File: src/rtl/traffic_light_monitor.sv
// -----------------------------------------------------------------------------
// traffic_light_monitor
//
// Watches the lamp outputs of a two-way (north-south / east-west) traffic light
// controller. It locks onto the light sequence, tracks the current phase, how
// long that phase has lasted and how many legal phase changes have occurred.
// On the first illegal observation it latches a sticky error with a cause code.
//
// Optional feature (compile-time macro):
//   TRAFFIC_LIGHT_MONITOR_DWELL_CHECK_EN
//     defined   : leaving a green phase before MIN_GREEN cycles, or a yellow
//                 phase before MIN_YELLOW cycles, is a short-dwell error (4).
//     undefined : no dwell checking; error code 4 never occurs.
//
// Ports:
//   i_clk        in   1   clock, rising edge
//   i_reset      in   1   asynchronous active-high reset
//   i_ns_light   in   3   north-south lamps {red,yellow,green}
//   i_ew_light   in   3   east-west lamps {red,yellow,green}
//   i_clr_err    in   1   synchronous clear of the error, forces re-sync
//   o_phase      out  2   0=NS_GREEN 1=NS_YELLOW 2=EW_GREEN 3=EW_YELLOW
//   o_locked     out  1   high while tracking the sequence
//   o_err        out  1   sticky error flag
//   o_err_code   out  3   1=conflict 2=encoding 3=sequence 4=short dwell
//   o_dwell      out  8   cycles spent in the current phase, saturating
//   o_trans_cnt  out  16  legal phase transitions, wrapping
// -----------------------------------------------------------------------------
module traffic_light_monitor #(
    parameter int unsigned MIN_GREEN  = 8,
    parameter int unsigned MIN_YELLOW = 3
) (
    input  logic        i_clk,
    input  logic        i_reset,
    input  logic [2:0]  i_ns_light,
    input  logic [2:0]  i_ew_light,
    input  logic        i_clr_err,
    output logic [1:0]  o_phase,
    output logic        o_locked,
    output logic        o_err,
    output logic [2:0]  o_err_code,
    output logic [7:0]  o_dwell,
    output logic [15:0] o_trans_cnt
);

`ifdef TRAFFIC_LIGHT_MONITOR_DWELL_CHECK_EN
    localparam bit DWELL_CHECK_EN = 1'b1;
`else
    localparam bit DWELL_CHECK_EN = 1'b0;
`endif

    localparam logic [2:0] LAMP_RED     = 3'b100;
    localparam logic [2:0] ERR_NONE     = 3'd0;
    localparam logic [2:0] ERR_CONFLICT = 3'd1;
    localparam logic [2:0] ERR_ENCODING = 3'd2;
    localparam logic [2:0] ERR_SEQUENCE = 3'd3;
    localparam logic [2:0] ERR_DWELL    = 3'd4;
    localparam logic [7:0] MIN_GREEN_W  = 8'(MIN_GREEN);
    localparam logic [7:0] MIN_YELLOW_W = 8'(MIN_YELLOW);

    typedef enum logic [1:0] {
        ST_UNSYNC = 2'd0,
        ST_TRACK  = 2'd1,
        ST_FAULT  = 2'd2
    } state_t;

    state_t      r_state,     w_state_next;
    logic [1:0]  r_phase,     w_phase_next;
    logic        r_locked,    w_locked_next;
    logic        r_err,       w_err_next;
    logic [2:0]  r_err_code,  w_err_code_next;
    logic [7:0]  r_dwell,     w_dwell_next;
    logic [15:0] r_trans_cnt, w_trans_cnt_next;
    // Set while still in the phase we synced into; its start time is unknown,
    // so its dwell cannot be judged.
    logic        r_first,     w_first_next;

    logic        w_legal;
    logic [1:0]  w_word_phase;
    logic        w_conflict;
    logic [1:0]  w_phase_succ;
    logic [7:0]  w_min_dwell;
    logic        w_short;
    logic [2:0]  w_viol_code;

    // Lamp word decode
    always_comb begin
        w_legal      = 1'b1;
        w_word_phase = 2'd0;
        case ({i_ns_light, i_ew_light})
            6'b001_100: w_word_phase = 2'd0;
            6'b010_100: w_word_phase = 2'd1;
            6'b100_001: w_word_phase = 2'd2;
            6'b100_010: w_word_phase = 2'd3;
            default:    w_legal      = 1'b0;
        endcase
    end

    assign w_conflict   = (i_ns_light != LAMP_RED) && (i_ew_light != LAMP_RED);
    assign w_phase_succ = r_phase + 2'd1;
    // Odd phases are yellow, even phases are green.
    assign w_min_dwell  = r_phase[0] ? MIN_YELLOW_W : MIN_GREEN_W;
    assign w_short      = DWELL_CHECK_EN && !r_first && (r_dwell < w_min_dwell);

    // Violation classification in priority order; only meaningful in TRACK.
    always_comb begin
        w_viol_code = ERR_NONE;
        if (w_conflict)
            w_viol_code = ERR_CONFLICT;
        else if (!w_legal)
            w_viol_code = ERR_ENCODING;
        else if ((w_word_phase != r_phase) && (w_word_phase != w_phase_succ))
            w_viol_code = ERR_SEQUENCE;
        else if ((w_word_phase == w_phase_succ) && w_short)
            w_viol_code = ERR_DWELL;
    end

    // Next-state and output logic
    always_comb begin
        w_state_next     = r_state;
        w_phase_next     = r_phase;
        w_err_next       = r_err;
        w_err_code_next  = r_err_code;
        w_dwell_next     = r_dwell;
        w_trans_cnt_next = r_trans_cnt;
        w_first_next     = r_first;

        if (i_clr_err) begin
            // Clearing wins over anything observed this cycle.
            w_state_next    = ST_UNSYNC;
            w_err_next      = 1'b0;
            w_err_code_next = ERR_NONE;
            w_dwell_next    = 8'd0;
        end else begin
            case (r_state)
                ST_UNSYNC: begin
                    if (w_legal) begin
                        w_state_next = ST_TRACK;
                        w_phase_next = w_word_phase;
                        w_dwell_next = 8'd1;
                        w_first_next = 1'b1;
                    end
                end
                ST_TRACK: begin
                    if (w_viol_code != ERR_NONE) begin
                        w_state_next    = ST_FAULT;
                        w_err_next      = 1'b1;
                        w_err_code_next = w_viol_code;
                    end else if (w_word_phase == r_phase) begin
                        if (r_dwell != 8'hFF)
                            w_dwell_next = r_dwell + 8'd1;
                    end else begin
                        w_phase_next     = w_word_phase;
                        w_dwell_next     = 8'd1;
                        w_trans_cnt_next = r_trans_cnt + 16'd1;
                        w_first_next     = 1'b0;
                    end
                end
                ST_FAULT: begin
                    // Everything frozen until clear or reset.
                end
                default: w_state_next = ST_UNSYNC;
            endcase
        end

        w_locked_next = (w_state_next == ST_TRACK);
    end

    always_ff @(posedge i_clk or posedge i_reset) begin
        if (i_reset) begin
            r_state     <= ST_UNSYNC;
            r_phase     <= 2'd0;
            r_locked    <= 1'b0;
            r_err       <= 1'b0;
            r_err_code  <= ERR_NONE;
            r_dwell     <= 8'd0;
            r_trans_cnt <= 16'd0;
            r_first     <= 1'b0;
        end else begin
            r_state     <= w_state_next;
            r_phase     <= w_phase_next;
            r_locked    <= w_locked_next;
            r_err       <= w_err_next;
            r_err_code  <= w_err_code_next;
            r_dwell     <= w_dwell_next;
            r_trans_cnt <= w_trans_cnt_next;
            r_first     <= w_first_next;
        end
    end

    assign o_phase     = r_phase;
    assign o_locked    = r_locked;
    assign o_err       = r_err;
    assign o_err_code  = r_err_code;
    assign o_dwell     = r_dwell;
    assign o_trans_cnt = r_trans_cnt;

endmodule

File: config.mk
export PLATFORM = sky130hd
export DESIGN_NAME = traffic_light_monitor
export DESIGN_NICKNAME = d
export VERILOG_FILES = /design/src/rtl/traffic_light_monitor.sv
export SDC_FILE = /design/constraint.sdc
export NUM_CORES = 1
export LEC_CHECK = 0
export ABC_CLOCK_PERIOD_IN_PS = 5850
export CAP_MARGIN = 20
export CORE_ASPECT_RATIO = 0.5
export CORE_MARGIN = 4
export CORE_UTILIZATION = 45
export CTS_BUF_LIST = sky130_fd_sc_hd__clkbuf_8
export CTS_CLUSTER_DIAMETER = 80
export DETAILED_ROUTE_END_ITERATION = 7
export PLACE_DENSITY = 0.73
export SYNTH_ARGS = -nofsm -noshare
export SYNTH_HDL_FRONTEND = slang
export SYNTH_SLANG_ARGS = --single-unit
File: constraint.sdc
create_clock -name i_clk -period 5.85 [get_ports i_clk]
set_input_delay 1.4625 -clock i_clk [delete_from_list [all_inputs] [get_ports i_clk]]
set_output_delay 1.4625 -clock i_clk [all_outputs]
set_load 0.05 [all_outputs]
==> results.tsv, run 1 <==
metric	value	unit
GR Util met2	28.4	%
clk_lat worst skew	280	ps
Slew @ Worst Pin	754	ps
global placement routability congestion	0.789	
Max Fanout on Critical Path	9	
vias in the first global route	1410	
peak supply drop	0.0826	mV
Fmax achieved	247	MHz
register bit count reported by yosys	32	
initial antenna violation count	0	
Post CTS Setup Buffer Count	0	
Tcrit/Tclk final	69.3	%
num ports	40	
Placed Area	2130	um^2
largest net degree at the start of global routing	33	
leakage	0.939	nW
Slew Limit Fails	0	
die width	95.3	um
GRT busiest layer	met2	
CTS tree	yes	
post-layout min period	4050	ps
r2r setup slk	3480	ps
Post-synth EDFFs	0	
Core Box Area	3550	um^2
final setup vio count	0	
async set-reset flop share out of synthesis	100	%
Critical Path Slowest Stage Cell	or4_4	
GR Layer Usage met3	4.05	%
WL final	3670	um
Synth Net Count	187	
Synth Cell Area	1720	um^2
Initial Util	48.4	%
CP peak stage delay	590	ps
CTS Root Cell	clkbuf_8	
Num Clock Sinks	32	
Slew headroom	49.3	%
mean number of vias per cell	5.24	
status	finished clean	
Syn Area/Cell	9.75	um^2
CTS resizes	0	
sequential-to-total area share from yosys stat	46.7	%
IO buf count	38	
clock-pin slew on the worst setup and hold paths	60	ps
Synth Instances	176	
post-DP HPWL	2730	um
dominant cells by area after synthesis	dfrtp_1 (47%), xnor2_1 (5.1%), a21oi_1 (4.1%)	
fraction of layout cells with a size suffix above 1	7.87	%
synth warn	0	
Pre-Repair DR Iteration Count	4	
largest area contributor in the netlist	dfrtp_1	
total CTS buffers	5	
Routed WL per cell	13.7	um
fin area	2210	um^2
Post-CTS Hold Fix Bufs	0	
first-pass GRT wire length	6310	um
H-tree level count	2	
number of DRC markers in iteration 0	47	
final hold viol count	0	
Netlist cell types	39	
grt total ovfl	0	
nets	227	
top_reg_cell synth	dfrtp_1	
Power Density	210	nW/um^2
Critical Path Source Type	input port	
Die Y	51.7	um
Clock Skews	4.31	ps
Final ANT Viol Nets	0	
n_diodes	0	
area share of the leading cell type in the synthesized netlist	46.7	%
Place WS	1520	ps
GR Util met1	21.1	%
Vias	1400	
RSZ-0062 raised after global routing	false	
worst hold path type	register to register	
area grow syn2layout	28.9	%
row cnt	15	
critical path class	input port to register	
Worst EP required	6050	ps
# DRC	0	
Total GRT Usage	16.7	%
CTS max path bufs	2	
full die area	4920	um^2
max cap viols	0	
Fin Setup TNS	0	ps
crit-path cells	clkdlybuf4s50_1 > and4bb_1 > o21ai_1 > o211ai_1 > a21o_4 > or4_4 > nor4_1 > xor2_1	
critical path capture point type	register	
final setup margin	1800	ps
crit path DAT	4260	ps
[kinds of logic (layout without fill, tap and decap cells)]
family          count (synthesis)  in the layout  synth area share (%)
compound gates                 28             28                  10.1
xor+xnor                       18             18                  9.19
fa+ha+maj                       2              2                  1.46
buf+inv                        12             52                  3.28
flops                          32             32                  46.7
mux                             3              3                  1.75
other cells                     1              1                 0.219
simple gates                   80             80                  27.3
[critical path, delay by kind of cell]
kind	cells	cell delay, ps
AND/OR/NAND/NOR	3	1210
AO/OA/AOI/OAI	3	830
buffers and inverters	1	570
XOR/XNOR	1	180
[worst paths after layout]
| kind | startpoint | endpoint | cells after the start |
|---|---|---|---|
| worst max-delay path | i_ns_light[1] | o_trans_cnt[12] | 8 |
| worst min-delay path | o_trans_cnt[15] | o_trans_cnt[15] | 1 |
| worst max register to register | o_dwell[0] | o_dwell[3] | 7 |
| worst min register to register | o_trans_cnt[15] | o_trans_cnt[15] | 1 |
| max in group asynchronous | i_reset | o_trans_cnt[1] | 3 |
| min in group asynchronous | i_reset | o_trans_cnt[14] | 3 |
[layer usage]
layer  wire length (um)  vias to the layer above  share of wire [%]
met5                  0                        -                  0
met4                 24                        0               0.65
met3                162                        2                4.4
met2               1690                       31                 46
met1               1800                      656                 49
li1                   -                      711                  -
[registers in the layout (all words and copies together), names as in the netlist]
| signal | cells |
|---|---|
| r_state | 2 |
| o_locked | 1 |
| o_err_code | 2 |
| o_err | 1 |
| o_dwell | 8 |
| o_phase | 2 |
| o_trans_cnt | 16 |
[cells in the final DEF, fill, tap and decap left out, drive strengths merged, types with 2 or more instances in the layout]
cell,instances
mux2i,3
xnor2,10
and3,5
a311oi,2
nor2,9
nor3,4
xor2,8
or2,3
inv,7
clkdlybuf4s50,38
or3,7
clkbuf,5
nand3,12
ha,2
nand2,17
nand4,4
o21ai,6
dfrtp,32
and4bb,2
and4,2
nor2b,2
or4,3
and2,2
a21oi,14
nor4,5
nand2b,2
[per-stage QoR]
| stage | util [%] | cells | power (W) | hold WS (ps) |
|---|---|---|---|---|
| 3_5_place_dp | 60.1 | 260 | 0.000314 | 469 |
| 2_1_floorplan | - | 176 | 0.000289 | 547 |
| 5_1_grt | 62.3 | 267 | 0.000488 | 518 |
| 4_1_cts | 62.3 | 267 | 0.000471 | 491 |
| 6_report | 62.3 | 267 | 0.000464 | 483 |
| 3_3_place_gp | 60.1 | 260 | 0.000313 | 472 |
[layout make-up]
cell class                      count  area (um^2)
Fill cell                         298         1340
Multi-Input combinational cell    132          858
Sequential cell                    32          801
Timing Repair Buffer               39          388
Clock buffer                        5         68.8
Tap cell                           51         63.8
Inverter                            6         22.5
Clock inverter                      2         8.76
[cell usage after synthesis (3+ instances only)]
| master | number |
|---|---|
| dfrtp_1 | 32 |
| nand2_1 | 17 |
| a21oi_1 | 14 |
| nand3_1 | 12 |
| xnor2_1 | 10 |
| nor2_1 | 9 |
| xor2_1 | 8 |
| or3_1 | 7 |
| inv_1 | 6 |
| and3_1 | 5 |
| o21ai_0 | 5 |
| clkbuf_1 | 4 |
| nand4_1 | 4 |
| nor3_1 | 4 |
| mux2i_1 | 3 |
| nor4_1 | 3 |
| or2_2 | 3 |
[power breakdown]
group	total, W	leakage [nW]	internal [W]	switching, W
registers	0.000232	0.439	0.000227	0.00000578
clock network	0.000154	0.0452	0.0000789	0.0000751
logic	0.0000779	0.455	0.0000273	0.0000505
(Power assumes the default switching activity.)
==> run 2: changes to the inputs <==
--- a/config.mk
+++ b/config.mk
@@ -5,7 +5,7 @@
 export SDC_FILE = /design/constraint.sdc
 export NUM_CORES = 1
 export LEC_CHECK = 0
-export ABC_CLOCK_PERIOD_IN_PS = 5850
+export ABC_CLOCK_PERIOD_IN_PS = 3870
 export CAP_MARGIN = 20
 export CORE_ASPECT_RATIO = 0.5
 export CORE_MARGIN = 4
==> constraint.sdc (replaced) <==
create_clock -name i_clk -period 3.87 [get_ports i_clk]
set_input_delay 0.9675 -clock i_clk [delete_from_list [all_inputs] [get_ports i_clk]]
set_output_delay 0.9675 -clock i_clk [all_outputs]
set_load 0.05 [all_outputs]
==> run 2 against run 1 <==
Routed wire length grew 3.8%; worst setup slack lost 1600 ps; clock skew grew 1.4 ps; combinational power grew 64%; clock power grew 54%; design area grew 1.4%; first-iteration DRC count grew 36%; via count grew 2.6%; power grew 54%; non-clock buffer count grew 4; critical endpoint unchanged; largest power group unchanged.
==> results.tsv, run 2 (synthesis gave the netlist of run 1 again) <==
metric	value	unit
Pre-Repair DR Iteration Count	4	
number of DRC markers in iteration 0	64	
clk_lat worst skew	280	ps
RSZ-0062 raised after global routing	false	
first-pass GRT wire length	6610	um
Die Y	51.7	um
Sequential cell area	801	um^2
nets	231	
Critical Path Source Type	input port	
row cnt	15	
full die area	4920	um^2
Power Density	320	nW/um^2
clock-pin slew on the worst setup and hold paths	60	ps
Post CTS Setup Buffer Count	0	
Place WS	-16.2	ps
Post-CTS Hold Fix Bufs	0	
peak supply drop	0.145	mV
Vias	1436	
status	finished clean	
total CTS buffers	5	
Tcrit/Tclk final	94.0	%
grt total ovfl	0	
critical path class	input port to register	
# DRC	0	
critical path capture point type	register	
fin area	2240	um^2
Slew @ Worst Pin	519	ps
Total GRT Usage	17.5	%
Switching Share	28.8	%
mean number of vias per cell	5.30	
area grow syn2layout	30.6	%
Routed WL per cell	14.1	um
num ports	40	
worst hold slack	485	ps
area taken by multi-input logic gates	858	um^2
GRT busiest layer	met2	
Worst EP required	4070	ps
CTS max path bufs	2	
most frequent cells in the layout	clkdlybuf4s50_1 (38), dfrtp_1 (32), nand2_1 (17)	
Seq pwr share	49.0	%
post-layout min period	3640	ps
largest net degree at the start of global routing	33	
post-DP HPWL	2810	um
final core occ	63.2	%
initial antenna violation count	0	
Slew Limit Fails	0	
fillcell total	295	
switching pwr	0.000207	W
Num Clock Sinks	32	
fraction of layout cells with a size suffix above 1	9.55	%
crit path DAT	3830	ps
Core Box Area	3550	um^2
Final ANT Viol Nets	0	
vias in the first global route	1364	
internal power	0.000510	W
leakage	0.959	nW
GR Util met2	28.4	%
CTS tree	yes	
worst hold path type	register to register	
max reg flops	16	
n_diodes	0	
GR Layer Usage met3	4.91	%
GR Util met1	23.5	%
Placed Area	2160	um^2
die width	95.3	um
final setup vio count	0	
CTS resizes	0	
Comb power frac	17.9	%
most common cell after layout, fill and taps aside	clkdlybuf4s50_1	
WL final	3810	um
IO buf count	38	
max cap viols	0	
global placement routability congestion	0.781	
Initial Util	48.4	%
Max Fanout on Critical Path	9	
Clock Skews	5.74	ps
CTS Root Cell	clkbuf_8	
Slew headroom	65.3	%
H-tree level count	2	
Clock Power Share	33.1	%
Fmax achieved	275	MHz
final setup margin	233	ps
final hold viol count	0	
==> run 2: path summary, 6_finish.rpt <==
| kind | from | end | slack (ps) | cells past startpoint |
|---|---|---|---|---|
| max in group asynchronous | i_reset | r_state[0] | 2500 | 3 |
| hold / removal | o_trans_cnt[15] | o_trans_cnt[15] | 490 | 1 |
| hold reg to reg | o_trans_cnt[15] | o_trans_cnt[15] | 490 | 1 |
| min in group asynchronous | i_reset | o_dwell[3] | 1070 | 3 |
| setup / recovery | i_ns_light[1] | o_trans_cnt[12] | 230 | 8 |
| setup reg to reg | o_phase[1] | o_trans_cnt[12] | 1510 | 7 |
==> run 2: metal layers <==
layer | vias to the layer above | routed length [um] | part of all wire [%]
li1 | 715 | - | -
met5 | - | 0 | 0
met3 | 4 | 167 | 4.4
met2 | 29 | 1790 | 47
met1 | 688 | 1820 | 48
met4 | 0 | 29 | 0.76
==> run 2: power by group through the flow <==
stage | registers (W) | logic (W) | clock network (W)
after global placement | 0.000357 | 0.000125 | 0
after global routing | 0.000352 | 0.000139 | 0.000258
after CTS | 0.000351 | 0.000128 | 0.000242
after floorplan | 0.000382 | 0.0000543 | 0
final | 0.000351 | 0.000128 | 0.000237
after detailed placement | 0.000357 | 0.000128 | 0
==> run 2: per-stage QoR <==
stage | total power [W] | cells | setup TNS [ps]
after floorplan | 0.000437 | 176 | 0
after global placement | 0.000481 | 264 | 0
after detailed placement | 0.000485 | 264 | -16.2
after CTS | 0.000722 | 271 | 0
after global routing | 0.000750 | 271 | 0
final | 0.000717 | 271 | 0
==> run 2: cell type report <==
type,instances,area share (%)
clock buffers,5,3.07
clock inverters,2,0.391
inverters,6,1.01
multi-input cells,132,38.3
flip-flops and latches,32,35.7
well taps,51,2.85
repair buffers,43,18.6
==> run 2: critical path, stage by stage <==
cell and delay (ps):
clkdlybuf4s50_1 570, and4bb_1 240, o21ai_1 360, o211ai_1 250
a21o_4 290, or4_4 600, nor4_1 370, xor2_1 190
==> run 3: changes to the inputs <==
--- a/config.mk
+++ b/config.mk
@@ -9,11 +9,11 @@
 export CAP_MARGIN = 20
 export CORE_ASPECT_RATIO = 0.5
 export CORE_MARGIN = 4
-export CORE_UTILIZATION = 45
+export CORE_UTILIZATION = 41
 export CTS_BUF_LIST = sky130_fd_sc_hd__clkbuf_8
 export CTS_CLUSTER_DIAMETER = 80
 export DETAILED_ROUTE_END_ITERATION = 7
-export PLACE_DENSITY = 0.73
+export PLACE_DENSITY = 0.68
 export SYNTH_ARGS = -nofsm -noshare
 export SYNTH_HDL_FRONTEND = slang
 export SYNTH_SLANG_ARGS = --single-unit
==> run 3 against run 2 <==
Sequential power barely moved; first-iteration DRC count down 48%; count of clock-buffer cells in the layout is 2 higher.
==> results.tsv, run 3 (synthesis gave the netlist of run 1 again) <==
metric	value	unit
status	finished clean	
area grow syn2layout	31.9	%
clock-pin slew on the worst setup and hold paths	60	ps
global placement routability congestion	0.789	
Initial Util	43.3	%
CTS Root Cell	clkbuf_8	
CTS tree	yes	
leakage	0.964	nW
Max Fanout on Critical Path	9	
Placed Area	2170	um^2
WL final	3730	um
worst hold path type	register to register	
worst hold slack	483	ps
fraction of layout cells with a size suffix above 1	10.0	%
# DRC	0	
Num Clock Sinks	32	
clk_lat worst skew	280	ps
critical path capture point type	register	
final core occ	57.1	%
n_diodes	0	
mean number of vias per cell	5.32	
most common cell after layout, fill and taps aside	clkdlybuf4s50_1	
final setup vio count	0	
number of DRC markers in iteration 0	33	
Slew @ Worst Pin	567	ps
grt total ovfl	0	
Slew headroom	62.1	%
post-DP HPWL	2800	um
CTS max path bufs	2	
IO buf count	38	
Tcrit/Tclk final	91.6	%
peak supply drop	0.143	mV
Core Box Area	3960	um^2
Critical Path Source Type	input port	
Fin Setup TNS	0	ps
crit path DAT	3750	ps
Vias	1459	
H-tree level count	2	
Post CTS Setup Buffer Count	0	
final hold viol count	0	
total CTS buffers	5	
Power Density	334	nW/um^2
most frequent cells in the layout	clkdlybuf4s50_1 (38), dfrtp_1 (32), nand2_1 (17)	
Clock Skews	9.91	ps
Pre-Repair DR Iteration Count	4	
full die area	5350	um^2
max reg flops	16	
vias in the first global route	1454	
Worst EP required	4080	ps
Total GRT Usage	15.6	%
die width	99.5	um
Die Y	53.7	um
nets	231	
max cap viols	0	
Post-CTS Hold Fix Bufs	0	
RSZ-0062 raised after global routing	false	
num ports	40	
critical path class	input port to register	
Final ANT Viol Nets	0	
Slew Limit Fails	0	
CTS resizes	0	
largest net degree at the start of global routing	19	
initial antenna violation count	0	
Fmax achieved	282	MHz
row cnt	16	
post-layout min period	3540	ps
Routed WL per cell	13.6	um
fin area	2260	um^2
first-pass GRT wire length	6530	um
[run 3: critical path: stages]
cell             delay [ps]
clkdlybuf4s50_1         550
and4bb_1                240
o21ai_1                 330
o211ai_1                230
a21o_4                  290
or4_4                   600
nor4_1                  360
xor2_1                  170
[run 3: layer usage]
layer	vias to the layer above	share of wire, %	global-route usage [%]	wire [um]
met4	0	1.3	5.67	47
li1	717	-	-	-
met3	6	3.1	4.27	115
met2	22	48	26.1	1790
met5	-	0	0	0
met1	714	48	20.0	1770
[run 3: area by class of cell]
| type | instances | area, um^2 |
|---|---|---|
| fillers | 354 | 1700 |
| multi-input cells | 132 | 858 |
| inverters | 6 | 22.5 |
| flip-flops and latches | 32 | 801 |
| clock buffers | 7 | 96.3 |
| repair buffers | 43 | 418 |
| well taps | 54 | 67.6 |
[run 3: final timing paths]
| check | end | cells past startpoint | start | slack (ps) |
|---|---|---|---|---|
| min in group asynchronous | r_state[1] | 2 | i_reset | 1030 |
| max in group asynchronous | o_trans_cnt[5] | 3 | i_reset | 2170 |
| max reg2reg | o_trans_cnt[10] | 7 | o_phase[1] | 1540 |
| min | o_trans_cnt[15] | 1 | o_trans_cnt[15] | 480 |
| max | o_trans_cnt[10] | 8 | i_ns_light[1] | 330 |
| min reg2reg | o_trans_cnt[15] | 1 | o_trans_cnt[15] | 480 |
[run 3: power breakdown]
| group | switching, W | internal, W | leakage [nW] | total (W) |
|---|---|---|---|---|
| logic | 0.0000791 | 0.0000482 | 0.475 | 0.000127 |
| registers | 0.00000865 | 0.000342 | 0.439 | 0.000351 |
| clock network | 0.000119 | 0.000158 | 0.0503 | 0.000278 |
[run 3: stage by stage]
step | cells | total power [W] | worst slack [ps]
6_report | 274 | 0.000756 | 326
5_1_grt | 274 | 0.000787 | 150
4_1_cts | 274 | 0.000765 | 366
3_5_place_dp | 267 | 0.000485 | 57.9
3_3_place_gp | 267 | 0.000482 | 135
2_1_floorplan | 176 | 0.000437 | 756
==> patch: new RTL, flow settings as in run 2 <==
Add a define of `TRAFFIC_LIGHT_MONITOR_DWELL_CHECK_EN`.
--- a/src/rtl/traffic_light_monitor.sv
+++ b/src/rtl/traffic_light_monitor.sv
@@ -26,4 +26,6 @@
 //   o_trans_cnt  out  16  legal phase transitions, wrapping
 // -----------------------------------------------------------------------------
+`define TRAFFIC_LIGHT_MONITOR_DWELL_CHECK_EN
+
 module traffic_light_monitor #(
     parameter int unsigned MIN_GREEN  = 8,
Formal check against the unedited RTL: not equivalent (Yosys sat finds a counterexample within 4 cycles, from zero or initial values and one cycle with i_reset high).
==> patch against run 2 <==
Critical path depth grew 1. Area after synthesis increased by 7.1%. Worst setup slack better by 0.063 ns. Cell count up 9.2%. Synthesized cell count up 5.7%. Sequential cell count up 2. Power is 26% higher. Global-route usage fell by 0.35 points. Sequential power is 6.0% higher. Routed wire length grew 10%. Design area increased by 12%. Worst hold slack worse by 0.019 ns. Highest routed layer unchanged.
==> patch: results (changes against run 2) <==
Status
The flow ran to the end, and the final reports show no timing, DRC or antenna violations.

Routing
The average routed wire per standard cell is 14.2 um (+1.1%). The post-detailed-route via-to-cell ratio is 5.50 (+3.9%). The overall via count from detail_route was 1629 (+13%).

Critical path
The worst flop-to-flop path startpoint is o_phase[0]$_DFFE_PP0P_. The data arrival time of the critical path is 3.80 ns (-0.03 ns). The register-to-register setup slack is 0.90 ns (-0.61 ns). In this run the critical register-to-register path is captured at o_dwell[6]$_DFFE_PP0P_.

Synth
The net count after synthesis is 199 (+6.4%). The count of unique library cells instantiated by Yosys is 45 (+15%). The commonest cells after synthesis are 34 x dfrtp_1, 16 x nand2_1, 12 x xnor2_1.

The post-synthesis instance total is 186 (+5.7%).

Placed design
The routability congestion estimate from global placement is 0.869 (+11%). The cell count after placement was 288 (+9.1%). The placed wire-length estimate is 3110 um (+11%). The worst setup slack after placement is 0.00517 ns (+0.0214 ns).

Global route
The met1 usage is 22.3% (-1.2 points). The met3 usage in global routing is 4.08% (-0.83 points). The largest net degree at the start of global routing is 20 (-39%).

The met2 routing resource usage after global routing is 28.4% (about the same).

Final layout
The fraction of layout cells with a size suffix above 1 is 12.0% (+2.4 points).

Power and ir drop
The leakage power came to 1.20 nW (+25%). The worst vdd rail ir drop is 241 uV (+66%).

Timing
The final worst clock skew is 0.00646 ns (+0.000716 ns). The worst hold slack across all endpoints is 0.466 ns (-0.0187 ns). The worst slew margin relative to its limit came to 49.9% (-15 points).
[patch: power breakdown]
part	total [W]	switching, W	internal (W)
Sequential	0.000372	0.00000822	0.000364
Combinational	0.000119	0.0000710	0.0000479
Clock	0.000412	0.000137	0.000275
[patch: area by class of cell]
type                       instances  area (um2)
inverter                           9        33.8
timing repair buffer              51         480
clock buffer                       6        82.6
tap                               54        67.6
clock inverter                     2        60.1
fill                             348        1410
multi-input combinational        140         941
sequential                        34         851
[patch: logic make-up after synthesis]
family | count (synthesis) | synth area share [%]
AO/OA/AOI/OAI | 32 | 12.4
XOR/XNOR | 18 | 8.58
adder cells (fa/ha/maj) | 4 | 2.72
buffers and inverters | 12 | 2.52
flip-flops | 34 | 46.3
multiplexers | 3 | 1.70
AND/OR/NAND/NOR | 83 | 25.8
[patch: layer usage]
layer	vias to the layer above	wire length [um]
met3	5	237
li1	800	-
met1	780	2000
met2	44	1930
met4	0	44
met5	-	0
